File: src/rtl/md_seq.sv
// Sequencer for RISC-V M-extension ops: drives a shared external multiplier, runs an
// internal restoring divider, and serves results from a one-entry operand/result cache.
module md_seq (
  input  logic        clk,
  input  logic        reset_n,
  input  logic        req_valid,
  input  logic [2:0]  req_funct3,
  input  logic [31:0] req_a,
  input  logic [31:0] req_b,
  input  logic        req_kill,
  output logic        resp_done,
  output logic [31:0] resp_result,
  output logic        busy,
  output logic        mul_go,
  output logic        mul_sign0,
  output logic        mul_sign1,
  output logic [31:0] mul_m,
  output logic [31:0] mul_r,
  input  logic        mul_done,
  input  logic [63:0] mul_result
);

  typedef enum logic [1:0] {StIdle, StMulWait, StDivRun, StDivFix} state_e;
  typedef enum logic [2:0] {ClsMulSS, ClsMulSU, ClsMulUU, ClsDivS, ClsDivU} cls_e;

  state_e      state_q;
  cls_e        req_cls;

  // Cache: w0 holds hi/quotient, w1 holds lo/remainder.
  logic        c_valid_q;
  logic [31:0] c_a_q, c_b_q, c_w0_q, c_w1_q;
  cls_e        c_cls_q;

  logic [31:0] quo_q, rem_q, dvs_q;
  logic [4:0]  cnt_q;
  logic        q_neg_q, r_neg_q;

  logic        hit, is_mul, div_signed, a_neg, b_neg, div_ovf, abort;
  logic [31:0] a_mag, b_mag, q_fix, r_fix;
  logic [32:0] rem_shift, rem_diff;
  logic        cache_we;
  logic [31:0] cache_w0, cache_w1;

  always_comb begin
    req_cls = ClsMulSS;
    case (req_funct3)
      3'b000, 3'b001: req_cls = ClsMulSS;
      3'b010:         req_cls = ClsMulSU;
      3'b011:         req_cls = ClsMulUU;
      3'b100, 3'b110: req_cls = ClsDivS;
      default:        req_cls = ClsDivU;
    endcase
  end

  assign is_mul     = ~req_funct3[2];
  assign div_signed = (req_cls == ClsDivS);
  assign hit        = c_valid_q && (c_cls_q == req_cls) && (c_a_q == req_a) && (c_b_q == req_b);
  assign a_neg      = div_signed & req_a[31];
  assign b_neg      = div_signed & req_b[31];
  assign a_mag      = a_neg ? (32'd0 - req_a) : req_a;
  assign b_mag      = b_neg ? (32'd0 - req_b) : req_b;
  assign div_ovf    = div_signed && (req_a == 32'h8000_0000) && (req_b == 32'hFFFF_FFFF);
  assign abort      = !req_valid || req_kill;

  // One restoring step: shift the next dividend bit into the partial remainder.
  assign rem_shift = {rem_q, quo_q[31]};
  assign rem_diff  = rem_shift - {1'b0, dvs_q};
  assign q_fix     = q_neg_q ? (32'd0 - quo_q) : quo_q;
  assign r_fix     = r_neg_q ? (32'd0 - rem_q) : rem_q;

  assign busy      = (state_q != StIdle);
  assign mul_go    = (state_q == StMulWait);
  assign mul_sign0 = (req_funct3 == 3'b000) || (req_funct3 == 3'b001);
  assign mul_sign1 = mul_sign0 || (req_funct3 == 3'b010);
  assign mul_m     = req_a;
  assign mul_r     = req_b;
  assign resp_done = (state_q == StIdle) && req_valid && !req_kill && hit;

  always_comb begin
    resp_result = c_w1_q;
    case (req_funct3)
      3'b001, 3'b010, 3'b011, 3'b100, 3'b101: resp_result = c_w0_q;
      default:                                resp_result = c_w1_q;
    endcase
  end

  always_comb begin
    cache_we = 1'b0;
    cache_w0 = 32'd0;
    cache_w1 = 32'd0;
    case (state_q)
      StIdle: begin
        if (req_valid && !req_kill && !hit && !is_mul) begin
          if (req_b == 32'd0) begin
            cache_we = 1'b1;
            cache_w0 = 32'hFFFF_FFFF;
            cache_w1 = req_a;
          end else if (div_ovf) begin
            cache_we = 1'b1;
            cache_w0 = 32'h8000_0000;
            cache_w1 = 32'd0;
          end
        end
      end
      StMulWait: begin
        if (!abort && mul_done) begin
          cache_we = 1'b1;
          cache_w0 = mul_result[63:32];
          cache_w1 = mul_result[31:0];
        end
      end
      StDivFix: begin
        if (!abort) begin
          cache_we = 1'b1;
          cache_w0 = q_fix;
          cache_w1 = r_fix;
        end
      end
      default: ;
    endcase
  end

  always_ff @(posedge clk or negedge reset_n) begin
    if (!reset_n) begin
      c_valid_q <= 1'b0;
      c_a_q     <= 32'd0;
      c_b_q     <= 32'd0;
      c_cls_q   <= ClsMulSS;
      c_w0_q    <= 32'd0;
      c_w1_q    <= 32'd0;
    end else if (cache_we) begin
      c_valid_q <= 1'b1;
      c_a_q     <= req_a;
      c_b_q     <= req_b;
      c_cls_q   <= req_cls;
      c_w0_q    <= cache_w0;
      c_w1_q    <= cache_w1;
    end
  end

  always_ff @(posedge clk or negedge reset_n) begin
    if (!reset_n) begin
      state_q <= StIdle;
      quo_q   <= 32'd0;
      rem_q   <= 32'd0;
      dvs_q   <= 32'd0;
      cnt_q   <= 5'd0;
      q_neg_q <= 1'b0;
      r_neg_q <= 1'b0;
    end else begin
      case (state_q)
        StIdle: begin
          if (req_valid && !req_kill && !hit) begin
            if (is_mul) begin
              state_q <= StMulWait;
            end else if ((req_b != 32'd0) && !div_ovf) begin
              quo_q   <= a_mag;
              dvs_q   <= b_mag;
              rem_q   <= 32'd0;
              cnt_q   <= 5'd31;
              q_neg_q <= a_neg ^ b_neg;
              r_neg_q <= a_neg;
              state_q <= StDivRun;
            end
          end
        end
        StMulWait: begin
          if (abort || mul_done) state_q <= StIdle;
        end
        StDivRun: begin
          if (abort) begin
            state_q <= StIdle;
          end else begin
            quo_q <= {quo_q[30:0], ~rem_diff[32]};
            rem_q <= rem_diff[32] ? rem_shift[31:0] : rem_diff[31:0];
            if (cnt_q == 5'd0) state_q <= StDivFix;
            else               cnt_q   <= cnt_q - 5'd1;
          end
        end
        StDivFix: state_q <= StIdle;
        default:  state_q <= StIdle;
      endcase
    end
  end

endmodule
File: config.mk
export PLATFORM = sky130hd
export DESIGN_NAME = md_seq
export DESIGN_NICKNAME = d
export VERILOG_FILES = /design/src/rtl/md_seq.sv
export SDC_FILE = /design/constraint.sdc
export NUM_CORES = 1
export LEC_CHECK = 0
export CORE_ASPECT_RATIO = 2
export CORE_MARGIN = 3
export CORE_UTILIZATION = 32
export CTS_BUF_LIST = sky130_fd_sc_hd__clkbuf_8
export CTS_CLUSTER_DIAMETER = 50
export DETAILED_ROUTE_END_ITERATION = 8
export PLACE_DENSITY = 0.54
export SETUP_SLACK_MARGIN = 0.05
export SYNTH_ARGS = -nofsm -noshare
export SYNTH_HDL_FRONTEND = slang
export SYNTH_SLANG_ARGS = --single-unit
File: constraint.sdc
create_clock -name clk -period 4.6 [get_ports clk]
set_input_delay 0.69 -clock clk [delete_from_list [all_inputs] [get_ports clk]]
set_output_delay 0.69 -clock clk [all_outputs]
set_load 0.05 [all_outputs]
==> results.py <==
metrics = {
    "outcome": {
        "status": "finished, final reports clean",
    },
    "critical_path": {
        "crit_path_max_fanout": 22,
        "cp.required_ns": 5.06,
        "start_kind": "flop",
        "crit_arrival_ns": 4.57,
        "critPathCaptureType": "flop",
        "crit_type": "flop to flop",
    },
    "sta": {
        "fin_crit_sh": 0.8936,
        "period_needed_ns": 4.111,
        "setup_viol": 0,
        "max_clock_freq_ghz": 0.2433,
        "tns_ns": 0,
        "tightest_slew_ns": 1.042,
        "slew-limit-headroom": 0.2989,
        "final-hold-violation-count": 0,
        "rsz0062_at_grt": "false",
        "finalMaxSlewViolations": 0,
        "hold_ws_ns": 0.1486,
        "fin_skew_ns": 0.01456,
    },
    "detailed_routing": {
        "routed_wl_um": 67590,
        "vias": 15397,
        "drc": 0,
        "ant_nets": 0,
        "wire_per_inst_um": 23.99,
        "drtPass1Iterations": 5,
        "via_per_inst": 5.464,
        "drt_iter0_markers": 981,
    },
    "die": {
        "die_w_um": 165.6,
        "initial_utilization": 0.3247,
        "core-area_um2": 50220,
        "dieArea_um2": 53870,
        "io_pins": 237,
        "rows": 116,
        "die_h_um": 325.2,
    },
    "cts": {
        "cts_buffer_depth": 3,
        "cts_tree": "done",
        "cts_setup_buffers": 0,
        "cts_root_buf": "clkbuf_8",
        "cts.sinks": 237,
        "cts_buffers": 39,
        "postCtsHoldBufs": 0,
        "insertion_delay_ns": 0.57,
        "cts_resized": 0,
        "clk_pin_slew_ns": 0.07,
        "h-tree-depth": 2,
    },
    "yosys": {
        "synthAdderAreaFrac": 0.03115,
        "synth_cell_types": 71,
        "synth_top_area_frac": 0.3637,
        "syn_area_per_cell_um2": 8.282,
        "yosysWarnings": 0,
        "synthFlopType": "dfrtp_1",
        "synth_compound_area_frac": 0.1972,
        "synth_top_family_by_area": "compound AO/OA/AOI/OAI gates",
        "synth-async-reset-ratio": 1.000,
        "synth-xor-area-share": 0.1106,
        "synth_area_um2": 16310,
        "netlist_instances": 1969,
        "synthMuxAreaShare": 0.02271,
        "ys_ff_latch": 237,
        "synthSimpleGateAreaFrac": 0.1953,
        "yosysSeqAreaShare": 0.3637,
        "synth_area_leaders": "dfrtp_1 (36%), nand2_1 (8.2%), xnor2_1 (7.8%)",
        "syn_nets": 2145,
        "synth-edff-count": 0,
        "netlist.top_cell.by_area": "dfrtp_1",
    },
    "global_routing": {
        "grt_max_degree": 90,
        "grt.overflow.total": 0,
        "grt_first_pass_wirelength_um": 100700,
        "antenna_found_initial": 1,
        "grt_pass1_vias": 15857,
        "track_usage": 0.2440,
    },
    "place": {
        "gp_congestion": 0.9130,
        "dp_hpwl_um": 53850,
        "io_buffers": 236,
    },
    "final_layout": {
        "fillCellCount": 5169,
        "layout_commonest_cell": "nand2_1",
        "layout.nets": 2316,
        "syn_to_final_growth_pct": 24.44,
        "layout_common_cells": "nand2_1 (355), dfrtp_1 (237), clkdlybuf4s50_1 (234)",
        "layout-drive-gt1-share": 0.1042,
    },
    "power": {
        "p_int_mw": 4.866,
        "power.density_nw_per_um2": 384.9,
        "pwr-share-clk": 0.272,
        "switchingPower_mw": 2.946,
        "p_leak_nw": 8.539,
        "peakVddDrop_mv": 0.1859,
        "seqPwrFrac": 0.378,
        "p_sw_frac": 0.3771,
        "p_comb_frac": 0.350,
    },
    "flow_run": {
        "maxCapViolations": 0,
    },
    "hold_path": {
        "hold_path.class": "input port to async pin",
    },
}
state kept, by name, indices dropped and copies added, names as in the netlist:
register / flops
c_w0_q: 32
c_b_q: 32
r_neg_q: 1
c_a_q: 32
cnt_q: 5
state_q: 2
rem_q: 32
q_neg_q: 1
c_valid_q: 1
c_w1_q: 32
c_cls_q: 3
dvs_q: 32
quo_q: 32
power by group through the flow:
stage,clock [mW],sequential (mW),combinational (mW)
finish,2.12,2.95,2.74
global route,2.25,3.01,2.95
CTS,2.17,2.95,2.76
detailed placement,0,2.99,2.74
global placement,0,2.97,2.72
floorplan,0,2.86,1.82
worst max-delay path, cell delays in order, from the launching register on:
cell and delay (ns):
dfrtp_1 0.39, inv_1 0.15, ha_1 0.28, fa_1 0.41
nor2b_1 0.22, o31a_1 0.22, o21ai_1 0.17, o31ai_1 0.44
o211ai_1 0.27, a21oi_1 0.36, or3_1 0.45, buf_12 0.22
a211oi_1 0.08, a221o_1 0.30
worst paths after layout:
kind / from / to / slack, ns / cells after the start
min in group clk: c_w0_q[22]$_DFFE_PN0P_ / c_w0_q[22]$_DFFE_PN0P_ / 0.47 / 2
hold reg to reg: c_w0_q[22]$_DFFE_PN0P_ / c_w0_q[22]$_DFFE_PN0P_ / 0.47 / 2
max in group asynchronous: reset_n / quo_q[5]$_DFFE_PN0P_ / 3.45 / 2
hold / removal: reset_n / c_a_q[26]$_DFFE_PN0P_ / 0.15 / 1
setup reg to reg: quo_q[31]$_DFFE_PN0P_ / rem_q[2]$_DFFE_PN0P_ / 0.49 / 13
setup / recovery: quo_q[31]$_DFFE_PN0P_ / rem_q[2]$_DFFE_PN0P_ / 0.49 / 13
area by class of cell:
cell class | count | area, µm² | area share
flip-flops and latches | 237 | 5931 | 0.2923
diodes | 1 | 2.502 | 0.0001233
inverters | 59 | 221.5 | 0.01091
repair buffers | 341 | 3316 | 0.1634
multi-input cells | 1462 | 9145 | 0.4507
clock buffers | 49 | 674.4 | 0.03323
clock inverters | 20 | 190.2 | 0.009372
well taps | 649 | 812.0 | 0.04002
kinds of logic (layout without fill, tap and decap cells):
logic type | after synthesis | in the layout
AND/OR/NAND/NOR | 707 | 707
AO/OA/AOI/OAI | 476 | 476
buffers and inverters | 270 | 469
flip-flops | 237 | 237
XOR/XNOR | 206 | 206
adder cells (fa/ha/maj) | 40 | 40
multiplexers | 33 | 33
other | 0 | 1
stage by stage:
step	util	worst slack [ns]	total power [mW]	cells	cell area [µm²]
2_1_floorplan	-	0.8292	4.672	1969	16310
3_3_place_gp	0.3868	0.3283	5.689	2748	19420
3_5_place_dp	0.3868	0.2325	5.731	2748	19420
4_1_cts	0.4040	0.4237	7.882	2817	20290
5_1_grt	0.4041	0.2432	8.212	2818	20290
6_report	0.4041	0.4893	7.811	2818	20290
cell usage after synthesis, drive strengths merged, types with 3 or more instances:
cell	count
nor4	21
a21o	16
a211oi	6
nor3	39
clkbuf	114
nor2	130
o41ai	18
a32o	4
buf	97
nand4	38
or2	6
or3	17
or4	18
nand2	355
o211ai	22
a211o	3
a221oi	8
nand3	38
o21bai	5
mux2	32
a22oi	45
o21ai	114
and2	7
xnor2	146
o21a	6
xor2	60
a31oi	46
and3	10
nand2b	12
o22ai	5
a2111oi	4
nor2b	10
dfrtp	237
ha	39
a221o	41
o31ai	31
a21oi	86
inv	59
per-layer routing:
layer / track usage / wire, µm / up-vias
li1: - / - / 7217
met4: 0.1783 / 5923 / 0
met1: 0.2543 / 23340 / 7457
met5: 0 / 0 / -
met3: 0.02675 / 2974 / 185
met2: 0.4481 / 35360 / 538
Note: power is estimated with default switching activity, not from simulation.
